==> src/rtl/wb_stage_commit_pkg.sv <==
// Shared write-back definitions: memToReg encodings, WB state, payload bundle
// and the regfile write-data selector.
package wb_stage_commit_pkg;

  localparam logic [1:0] MTR_RES  = 2'b00;
  localparam logic [1:0] MTR_HILO = 2'b01;
  localparam logic [1:0] MTR_LINK = 2'b10;
  localparam logic [1:0] MTR_CP0  = 2'b11;

  typedef enum logic {
    WS_EMPTY = 1'b0,
    WS_FULL  = 1'b1
  } ws_state_e;

  typedef struct packed {
    logic [31:0] pc;
    logic [4:0]  dest;
    logic [1:0]  mem_to_reg;
    logic        regwrite;
    logic        hi_read;
    logic        lo_read;
    logic        hi_write;
    logic        lo_write;
    logic [31:0] result;
    logic [31:0] link;
    logic [31:0] cp0_rdata;
    logic [31:0] hi_wdata;
    logic [31:0] lo_wdata;
  } ws_payload_t;

  // HI/LO source is the pre-update register value, so a same-bundle write never bypasses.
  function automatic logic [31:0] wb_wdata_sel(input ws_payload_t p,
                                               input logic [31:0] hi,
                                               input logic [31:0] lo);
    logic [31:0] w;
    case (p.mem_to_reg)
      MTR_RES:  w = p.result;
      MTR_HILO: w = p.hi_read ? hi : lo;
      MTR_LINK: w = p.link;
      MTR_CP0:  w = p.cp0_rdata;
      default:  w = 32'h0;
    endcase
    return w;
  endfunction

endpackage

==> src/rtl/wb_stage_commit_if.sv <==
// MEM -> WB pipeline handshake and payload bundle.
interface wb_stage_commit_if;
  logic        ms_to_ws_valid;
  logic        ws_allowin;
  logic [31:0] ms_pc;
  logic [4:0]  ms_dest;
  logic [1:0]  ms_memToReg;
  logic        ms_regwrite;
  logic        ms_hi_read;
  logic        ms_lo_read;
  logic        ms_hi_write;
  logic        ms_lo_write;
  logic [31:0] ms_result;
  logic [31:0] ms_link;
  logic [31:0] ms_cp0_rdata;
  logic [31:0] ms_hi_wdata;
  logic [31:0] ms_lo_wdata;

  modport master (
    output ms_to_ws_valid, ms_pc, ms_dest, ms_memToReg, ms_regwrite,
           ms_hi_read, ms_lo_read, ms_hi_write, ms_lo_write,
           ms_result, ms_link, ms_cp0_rdata, ms_hi_wdata, ms_lo_wdata,
    input  ws_allowin
  );

  modport slave (
    input  ms_to_ws_valid, ms_pc, ms_dest, ms_memToReg, ms_regwrite,
           ms_hi_read, ms_lo_read, ms_hi_write, ms_lo_write,
           ms_result, ms_link, ms_cp0_rdata, ms_hi_wdata, ms_lo_wdata,
    output ws_allowin
  );
endinterface

==> src/rtl/wb_stage_commit_hilo_regs.sv <==
// Architectural HI/LO registers with independent write enables.
module hilo_regs
  import wb_stage_commit_pkg::*;
#(
  parameter logic [31:0] HILO_RST = 32'h0
) (
  input  logic        clk,
  input  logic        reset,
  input  logic        hi_we,
  input  logic        lo_we,
  input  logic [31:0] hi_d,
  input  logic [31:0] lo_d,
  output logic [31:0] hi_q,
  output logic [31:0] lo_q
);

  logic [31:0] hi_reg_d, hi_reg_q;
  logic [31:0] lo_reg_d, lo_reg_q;

  always_comb begin
    hi_reg_d = hi_reg_q;
    lo_reg_d = lo_reg_q;
    if (hi_we) begin
      hi_reg_d = hi_d;
    end else begin
      hi_reg_d = hi_reg_q;
    end
    if (lo_we) begin
      lo_reg_d = lo_d;
    end else begin
      lo_reg_d = lo_reg_q;
    end
  end

  always_ff @(posedge clk or posedge reset) begin
    if (reset) begin
      hi_reg_q <= HILO_RST;
      lo_reg_q <= HILO_RST;
    end else begin
      hi_reg_q <= hi_reg_d;
      lo_reg_q <= lo_reg_d;
    end
  end

  assign hi_q = hi_reg_q;
  assign lo_q = lo_reg_q;

endmodule

==> src/rtl/wb_stage_commit.sv <==
// Write-back stage register and commit unit: captures the MEM bundle, drives the
// regfile write port, forwarding info and debug trace, and owns HI/LO.
module wb_stage_commit
  import wb_stage_commit_pkg::*;
#(
  parameter logic [31:0] HILO_RST = 32'h0,
  parameter logic [31:0] PC_RST   = 32'hbfc00000
) (
  input  logic                    clk,
  input  logic                    reset,
  wb_stage_commit_if.slave        ms,
  input  logic                    wb_flush,
  output logic                    rf_we,
  output logic [4:0]              rf_waddr,
  output logic [31:0]             rf_wdata,
  output logic                    ws_fwd_valid,
  output logic [4:0]              ws_fwd_dest,
  output logic [31:0]             hi_q,
  output logic [31:0]             lo_q,
  output logic [31:0]             debug_wb_pc,
  output logic [3:0]              debug_wb_rf_wen,
  output logic [4:0]              debug_wb_rf_wnum,
  output logic [31:0]             debug_wb_rf_wdata
);

  localparam ws_payload_t PAY_RST = '{pc: PC_RST, default: '0};

  ws_state_e   state_d, state_q;
  ws_payload_t pay_d, pay_q;
  ws_payload_t pay_in;
  logic        capture;
  logic        ws_valid;
  logic        hi_we, lo_we;

  assign ms.ws_allowin = 1'b1;

  assign pay_in = '{
    pc:         ms.ms_pc,
    dest:       ms.ms_dest,
    mem_to_reg: ms.ms_memToReg,
    regwrite:   ms.ms_regwrite,
    hi_read:    ms.ms_hi_read,
    lo_read:    ms.ms_lo_read,
    hi_write:   ms.ms_hi_write,
    lo_write:   ms.ms_lo_write,
    result:     ms.ms_result,
    link:       ms.ms_link,
    cp0_rdata:  ms.ms_cp0_rdata,
    hi_wdata:   ms.ms_hi_wdata,
    lo_wdata:   ms.ms_lo_wdata
  };

  // A flush only blocks the incoming entry; the one already held still commits.
  always_comb begin
    state_d = state_q;
    pay_d   = pay_q;
    capture = ms.ms_to_ws_valid & ~wb_flush;
    if (capture) begin
      state_d = WS_FULL;
      pay_d   = pay_in;
    end else begin
      state_d = WS_EMPTY;
      pay_d   = pay_q;
    end
  end

  always_ff @(posedge clk or posedge reset) begin
    if (reset) begin
      state_q <= WS_EMPTY;
      pay_q   <= PAY_RST;
    end else begin
      state_q <= state_d;
      pay_q   <= pay_d;
    end
  end

  assign ws_valid = (state_q == WS_FULL);
  assign hi_we    = ws_valid & pay_q.hi_write;
  assign lo_we    = ws_valid & pay_q.lo_write;

  hilo_regs #(
    .HILO_RST (HILO_RST)
  ) u_hilo (
    .clk   (clk),
    .reset (reset),
    .hi_we (hi_we),
    .lo_we (lo_we),
    .hi_d  (pay_q.hi_wdata),
    .lo_d  (pay_q.lo_wdata),
    .hi_q  (hi_q),
    .lo_q  (lo_q)
  );

  assign rf_we        = ws_valid & pay_q.regwrite & (pay_q.dest != 5'd0);
  assign rf_waddr     = pay_q.dest;
  assign rf_wdata     = wb_wdata_sel(pay_q, hi_q, lo_q);
  assign ws_fwd_valid = rf_we;
  assign ws_fwd_dest  = rf_we ? pay_q.dest : 5'd0;

  assign debug_wb_pc       = pay_q.pc;
  assign debug_wb_rf_wen   = {4{rf_we}};
  assign debug_wb_rf_wnum  = rf_waddr;
  assign debug_wb_rf_wdata = rf_wdata;

endmodule

==> src/flat_wrapper.sv <==
// flat-port wrapper written by rule: the top's interface ports become plain ports
module wb_stage_commit_flat import wb_stage_commit_pkg::*;
#(
  parameter logic [31:0] HILO_RST = 32'h0,
  parameter logic [31:0] PC_RST   = 32'hbfc00000
)
  (clk, reset, wb_flush, rf_we, rf_waddr, rf_wdata, ws_fwd_valid, ws_fwd_dest, hi_q, lo_q, debug_wb_pc, debug_wb_rf_wen, debug_wb_rf_wnum, debug_wb_rf_wdata, ms_ms_to_ws_valid, ms_ms_pc, ms_ms_dest, ms_ms_memToReg, ms_ms_regwrite, ms_ms_hi_read, ms_ms_lo_read, ms_ms_hi_write, ms_ms_lo_write, ms_ms_result, ms_ms_link, ms_ms_cp0_rdata, ms_ms_hi_wdata, ms_ms_lo_wdata, ms_ws_allowin);
  wb_stage_commit_if ms_i ();
  input  logic clk;
  input  logic reset;
  input  logic wb_flush;
  output logic rf_we;
  output logic [4:0] rf_waddr;
  output logic [31:0] rf_wdata;
  output logic ws_fwd_valid;
  output logic [4:0] ws_fwd_dest;
  output logic [31:0] hi_q;
  output logic [31:0] lo_q;
  output logic [31:0] debug_wb_pc;
  output logic [3:0] debug_wb_rf_wen;
  output logic [4:0] debug_wb_rf_wnum;
  output logic [31:0] debug_wb_rf_wdata;
  input wire logic [$bits(ms_i.ms_to_ws_valid)-1:0] ms_ms_to_ws_valid;
  input wire logic [$bits(ms_i.ms_pc)-1:0] ms_ms_pc;
  input wire logic [$bits(ms_i.ms_dest)-1:0] ms_ms_dest;
  input wire logic [$bits(ms_i.ms_memToReg)-1:0] ms_ms_memToReg;
  input wire logic [$bits(ms_i.ms_regwrite)-1:0] ms_ms_regwrite;
  input wire logic [$bits(ms_i.ms_hi_read)-1:0] ms_ms_hi_read;
  input wire logic [$bits(ms_i.ms_lo_read)-1:0] ms_ms_lo_read;
  input wire logic [$bits(ms_i.ms_hi_write)-1:0] ms_ms_hi_write;
  input wire logic [$bits(ms_i.ms_lo_write)-1:0] ms_ms_lo_write;
  input wire logic [$bits(ms_i.ms_result)-1:0] ms_ms_result;
  input wire logic [$bits(ms_i.ms_link)-1:0] ms_ms_link;
  input wire logic [$bits(ms_i.ms_cp0_rdata)-1:0] ms_ms_cp0_rdata;
  input wire logic [$bits(ms_i.ms_hi_wdata)-1:0] ms_ms_hi_wdata;
  input wire logic [$bits(ms_i.ms_lo_wdata)-1:0] ms_ms_lo_wdata;
  output wire logic [$bits(ms_i.ws_allowin)-1:0] ms_ws_allowin;
  assign ms_i.ms_to_ws_valid = ms_ms_to_ws_valid;
  assign ms_i.ms_pc = ms_ms_pc;
  assign ms_i.ms_dest = ms_ms_dest;
  assign ms_i.ms_memToReg = ms_ms_memToReg;
  assign ms_i.ms_regwrite = ms_ms_regwrite;
  assign ms_i.ms_hi_read = ms_ms_hi_read;
  assign ms_i.ms_lo_read = ms_ms_lo_read;
  assign ms_i.ms_hi_write = ms_ms_hi_write;
  assign ms_i.ms_lo_write = ms_ms_lo_write;
  assign ms_i.ms_result = ms_ms_result;
  assign ms_i.ms_link = ms_ms_link;
  assign ms_i.ms_cp0_rdata = ms_ms_cp0_rdata;
  assign ms_i.ms_hi_wdata = ms_ms_hi_wdata;
  assign ms_i.ms_lo_wdata = ms_ms_lo_wdata;
  assign ms_ws_allowin = ms_i.ws_allowin;
  wb_stage_commit #(.HILO_RST(HILO_RST), .PC_RST(PC_RST)) u_core (.clk(clk), .reset(reset), .ms(ms_i), .wb_flush(wb_flush), .rf_we(rf_we), .rf_waddr(rf_waddr), .rf_wdata(rf_wdata), .ws_fwd_valid(ws_fwd_valid), .ws_fwd_dest(ws_fwd_dest), .hi_q(hi_q), .lo_q(lo_q), .debug_wb_pc(debug_wb_pc), .debug_wb_rf_wen(debug_wb_rf_wen), .debug_wb_rf_wnum(debug_wb_rf_wnum), .debug_wb_rf_wdata(debug_wb_rf_wdata));
endmodule
==> config.mk <==
export PLATFORM = sky130hd
export DESIGN_NAME = wb_stage_commit_flat
export DESIGN_NICKNAME = d
export VERILOG_FILES = /design/src/rtl/wb_stage_commit_pkg.sv /design/src/rtl/wb_stage_commit_if.sv /design/src/rtl/wb_stage_commit_hilo_regs.sv /design/src/rtl/wb_stage_commit.sv /design/src/flat_wrapper.sv
export SDC_FILE = /design/constraint.sdc
export NUM_CORES = 1
export LEC_CHECK = 0
export ABC_AREA = 0
export CORE_UTILIZATION = 45
export CTS_BUF_LIST = sky130_fd_sc_hd__clkbuf_4 sky130_fd_sc_hd__clkbuf_8 sky130_fd_sc_hd__clkbuf_16
export CTS_CLUSTER_SIZE = 16
export DETAILED_ROUTE_END_ITERATION = 12
export PLACE_DENSITY = 0.79
export SYNTH_ARGS = -nofsm -noshare
export SYNTH_HDL_FRONTEND = slang
export SYNTH_SLANG_ARGS = --single-unit
==> constraint.sdc <==
create_clock -name clk -period 23.7 [get_ports clk]
set_clock_uncertainty 0.1 [all_clocks]
set_input_delay 3.555 -clock clk [delete_from_list [all_inputs] [get_ports clk]]
set_output_delay 3.555 -clock clk [all_outputs]
set_load 0.05 [all_outputs]
==> results of run 1 <==
## flip-flops by register name, summed over array words and instances, names as in the netlist
signal and count:
u_core.pay_q 166, u_core.debug_wb_pc 32, u_core.u_hilo.hi_q 32, u_core.u_hilo.lo_q 32, u_core.debug_wb_rf_wnum 5, u_core.state_q 1
## worst min path at each step
| stage | startpoint | endpoint | cells past startpoint | slack (ns) |
|---|---|---|---|---|
| final | u_core.pay_q[7]$_DFFE_PP0P_ | u_core.pay_q[7]$_DFFE_PP0P_ | 1 | 0.38 |
| after global routing | u_core.pay_q[44]$_DFFE_PP0P_ | u_core.pay_q[44]$_DFFE_PP0P_ | 1 | 0.41 |
| after CTS | u_core.pay_q[23]$_DFFE_PP0P_ | u_core.pay_q[23]$_DFFE_PP0P_ | 1 | 0.39 |
| after detailed placement | u_core.pay_q[23]$_DFFE_PP0P_ | u_core.pay_q[23]$_DFFE_PP0P_ | 1 | 0.37 |
| after global placement | u_core.pay_q[8]$_DFFE_PP0P_ | u_core.pay_q[8]$_DFFE_PP0P_ | 1 | 0.37 |
| after floorplan | u_core.pay_q[23]$_DFFE_PP0P_ | u_core.pay_q[23]$_DFFE_PP0P_ | 1 | 0.35 |
## metal layers
layer	wire [µm]	share of wire (%)	track usage, %	vias to the layer above
li1	-	-	-	3397
met1	12000	40	26.8	3856
met2	15100	50	37.5	262
met3	2110	7.0	5.65	61
met4	894	3.0	6.96	2
met5	13	0.043	0	-
## placed cells by master (no fill, tap or decap), types with 7 or more instances in the layout
| cell type | n |
|---|---|
| a222oi_1 | 32 |
| clkbuf_16 | 31 |
| clkbuf_4 | 8 |
| clkdlybuf4s50_1 | 387 |
| clkinv_2 | 7 |
| dfrtp_1 | 258 |
| dfstp_2 | 9 |
| mux2_2 | 245 |
| mux2_4 | 49 |
| nand2_1 | 65 |
## stage by stage
| stage | hold slack (ns) | util, % | cell area [µm²] | worst slack, ns | power [mW] |
|---|---|---|---|---|---|
| after floorplan | 0.354 | - | 11900 | 12.68 | 1.16 |
| after global placement | 0.366 | 58.7 | 15300 | 17.17 | 1.37 |
| after detailed placement | 0.374 | 58.7 | 15300 | 17.15 | 1.38 |
| after CTS | 0.388 | 62.6 | 16300 | 16.64 | 1.85 |
| after global routing | 0.407 | 62.6 | 16300 | 16.57 | 1.91 |
| final | 0.383 | 62.6 | 16300 | 16.72 | 1.83 |
## power groups by stage
stage	sequential, mW	clock, mW	combinational [mW]
finish	0.617	0.460	0.756
global route	0.630	0.488	0.787
CTS	0.617	0.471	0.762
detailed placement	0.625	0	0.759
global placement	0.620	0	0.751
floorplan	0.750	0	0.408
## area by class of cell
cell class              instances  area share (%)
repair buffers                393            24.0
inverters                       1          0.0690
clock buffers                  45            5.63
clock inverters                10           0.499
well taps                     335            2.57
flip-flops and latches        268            41.2
diodes                          2          0.0307
multi-input cells             412            26.0
## worst max-delay path: stages, from the launching register on
cell	delay [ns]
dfrtp_2	0.77
buf_4	0.48
mux2_4	0.34
a222oi_1	0.29
nand2_1	0.16
clkdlybuf4s50_1	0.73
## cells by family after synthesis
group                  after synthesis  share of synthesized area, %
multiplexers                       299                          29.7
flip-flops                         268                          56.3
buffers and inverters              127                          8.54
AND/OR/NAND/NOR                     79                          2.68
AO/OA/AOI/OAI                       33                          2.73
other                                1                        0.0314
==> impl_metrics.ini, run 1 <==
[outcome]
outcome = complete, no violations

[pwr]
p_leak_nw = 6.89
p_int_mw = 1.13
power_density_nw_per_um2 = 112
peakVddDrop_mv = 0.0699
combPwrFrac_pct = 41.2
seq_power_share_pct = 33.7
p_clk_share_pct = 25.1
switching_share_pct = 38.4
p_switching_mw = 0.704

[cts]
clk_path_buf_depth = 3
path_clk_slew_ns = 0.06
numCtsBuffers = 30
cts.repair.resized = 0
cts_tree = yes
root_buffer = clkbuf_16
cts_setup_buffers = 0
clk_latency_ns = 0.54
cts_hold_buffers = 0
cts_max_level = 1
cts.sinks = 268

[critical_path]
reg2reg_from = u_core.state_q$_DFF_PP0_
r2r_slack_ns = 21.75
crit_start = u_core.pay_q[163]$_DFFE_PP0P_
worstPathRequired_ns = 20.05
rr_worst_depth = 2
worstReg2RegEnd = u_core.u_hilo.hi_q[14]$_DFFE_PP0P_
arrival_ns = 3.32
criticalPathCategory = reg2out
cp-endpoint = rf_wdata[17]
cp-start-kind = register
crit_path_end_kind = primary output
cp_max_fo = 18

[sta]
hold_viol_final = 0
setup_viol = 0
rsz0062_at_grt = false
min_period_ns = 6.98
clock.fmax_mhz = 143
max_slew.worst_pin.slew_ns = 1.20
max_slew_margin_pct = 19.9
drv_slew = 0
finalCritPeriodShare_pct = 29.5
setup_tns_ns = 0

[detailed_routing]
drc = 0
vias_per_cell = 5.17
routed_wl_um = 30100
dr.pass1.iters = 6
drt-initial-drc-count = 394
wl_per_cell_um = 20.5
ant_nets = 0
vias = 7578

[die]
rows = 59
core_um2 = 26100
die_area_um2 = 27200
fp.dieW_um = 165
fp.dieH_um = 165
start_util_pct = 45.8
ios = 390

[cells_and_area]
final_nets = 1314
final_cells = 1466
nFillCells = 2006
area_growth_syn_to_layout_pct = 36.6
seqCellArea_um2 = 6720
multi_input_area_um2 = 4240
drive_above_1_share_pct = 33.0

[place]
dp.cells = 1409
gp_routability_congestion = 0.772
port_buffers = 387
place_hpwl_um = 19800

[logic_synthesis]
ys_warn_count = 0
synth_cells = 807
synth_edf_count = 0
syn_nets = 1015
synth_most_common_cell = dfrtp_1
synth_area_um2 = 11900
synthTopCellsByArea = dfrtp_1 (54%), mux2_2 (23%), mux2_4 (6.2%)
synth_top_cell_by_area = dfrtp_1
yosysSeqAreaShare_pct = 56.3
synth_top_flop_cell = dfrtp_1
synth_cell_type_count = 20
synthTopCellsByCount = dfrtp_1 (259), mux2_2 (245), buf_4 (80)
synth.top_cell.area_share_pct = 54.3
async_flop_share_pct = 100
synth_seq_cells = 268
syn_avg_cell_area_um2 = 14.8

[global_routing]
grt_antenna_before_repair = 2
grt_pass1_vias = 8002
grt_pass1_wl_um = 45500
grt_max_degree = 119
overflow = 0
track_usage_pct = 21.9

[min_path]
hold_class = reg2reg

[flow_run]
drv_cap = 0
Power figures use the tool's default switching activity.
==> run 2: changes to the inputs <==
- clock period: 23.7 -> 7 ns (I/O delays scaled with it)
==> impl_metrics.ini, run 2 (same netlist as run 1, synthesis figures left out) <==
[pwr]
seq_power_share_pct = 33.0
switching_share_pct = 38.1
p_clk_share_pct = 26.2
p_leak_nw = 6.91
power_density_nw_per_um2 = 384
p_int_mw = 3.90
p_switching_mw = 2.40
peakVddDrop_mv = 0.311
combPwrFrac_pct = 40.8

[global_routing]
grt_max_degree = 186
grt_pass1_wl_um = 43700
overflow = 0
track_usage_pct = 21.0
grt_pass1_vias = 7902
grt_antenna_before_repair = 1

[detailed_routing]
wl_per_cell_um = 20.2
dr.pass1.iters = 6
drt-initial-drc-count = 497
ant_nets = 0
routed_wl_um = 29600
drc = 0
vias = 7590
vias_per_cell = 5.18

[cts]
cts.repair.resized = 0
cts_setup_buffers = 0
cts_hold_buffers = 0
clk_path_buf_depth = 3
numCtsBuffers = 30
clk_latency_ns = 0.55
cts.sinks = 268
cts_max_level = 1
cts_tree = yes
root_buffer = clkbuf_16
path_clk_slew_ns = 0.06

[cells_and_area]
drive_above_1_share_pct = 33.0
final_nets = 1313
final_area_um2 = 16400
mostFrequentLayoutCells = clkdlybuf4s50_1 (387), dfrtp_1 (258), mux2_2 (245)
final_common_cell = clkdlybuf4s50_1
area_growth_syn_to_layout_pct = 37.4
largest_reg_flops = 166
regMostFlops = u_core.pay_q

[sta]
min_period_ns = 4.47
setup_tns_ns = 0
rsz0062_at_grt = false
setup_viol = 0
drv_slew = 0
hold_viol_final = 0
clock.fmax_mhz = 224
max_slew.worst_pin.slew_ns = 1.24
max_slew_margin_pct = 17.2
finalCritPeriodShare_pct = 63.9

[die]
rows = 59
fp.dieW_um = 165
core_um2 = 26100
die_area_um2 = 27200
ios = 390
fp.dieH_um = 165
start_util_pct = 45.8

[critical_path]
cp-start-kind = register
worstPathRequired_ns = 5.85
crit_path_end_kind = primary output
cp_max_fo = 32
criticalPathCategory = reg2out
arrival_ns = 3.32

[place]
placed_area_um2 = 15300
place_hpwl_um = 19200
port_buffers = 387
gp_routability_congestion = 0.776

[min_path]
hold_class = reg2reg

[outcome]
outcome = complete, no violations

[flow_run]
drv_cap = 0
run 2: changes by cell type in the layout (fill, tap and decap cells not counted):
cell	change
clkinv_2	-2
buf_12	+2
clkbuf_8	+4
buf_4	-3
clkbuf_16	-1
clkinv_8	+1
inv_8	-1
inv_6	+1
clkbuf_4	-4
bufinv_16	+2
clkinv_4	-1
clkinvlp_4	+2
run 2: power by group through the flow:
stage	clock network, mW	logic, mW	registers [mW]
floorplan	0	1.38	2.54
global placement	0	2.55	2.09
detailed placement	0	2.58	2.10
CTS	1.69	2.59	2.08
global route	1.74	2.67	2.12
finish	1.65	2.57	2.08
run 2: final timing paths:
kind | slack (ns) | from | cells past startpoint | endpoint
worst max-delay path | 2.53 | u_core.pay_q[166]$_DFFE_PP0P_ | 4 | debug_wb_rf_wdata[2]
worst min-delay path | 0.40 | u_core.pay_q[51]$_DFFE_PP0P_ | 1 | u_core.u_hilo.hi_q[19]$_DFFE_PP0P_
worst max register to register | 5.02 | u_core.state_q$_DFF_PP0_ | 2 | u_core.u_hilo.hi_q[24]$_DFFE_PP0P_
worst min register to register | 0.40 | u_core.pay_q[51]$_DFFE_PP0P_ | 1 | u_core.u_hilo.hi_q[19]$_DFFE_PP0P_
max in group asynchronous | 4.91 | reset | 3 | u_core.u_hilo.lo_q[23]$_DFFE_PP0P_
min in group asynchronous | 0.65 | reset | 2 | u_core.debug_wb_pc[4]$_DFFE_PP0P_
run 2: per-stage QoR:
step	hold slack (ns)	utilization (%)	worst slack, ns	power [mW]	cells
6_report	0.397	62.9	2.53	6.30	1466
3_3_place_gp	0.364	58.8	3.13	4.64	1408
3_5_place_dp	0.382	58.8	3.06	4.68	1408
4_1_cts	0.397	62.9	2.48	6.36	1464
2_1_floorplan	0.354	-	2.32	3.92	807
5_1_grt	0.411	62.9	2.39	6.53	1465
run 2: routing by layer:
| metal | wire (µm) | global-route usage (%) | up-vias |
|---|---|---|---|
| li1 | - | - | 3390 |
| met1 | 12000 | 26.3 | 3871 |
| met2 | 14600 | 35.3 | 273 |
| met3 | 2100 | 4.72 | 56 |
| met4 | 897 | 8.13 | 0 |
| met5 | 0 | 0 | - |
run 2: critical path: stages, from the launching register on:
cell	delay, ns
dfrtp_1	0.49
nor2b_4	0.99
a222oi_1	0.25
nand2_1	0.22
clkdlybuf4s50_1	0.83
run 2: cell type report:
cell class	instances	area (µm²)
inverter	1	7.51
multi-input combinational	412	4240
antenna	2	5.00
sequential	268	6720
clock buffer	44	918
clock inverter	12	155
timing repair buffer	392	3940
fill	1979	9660
tap	335	419
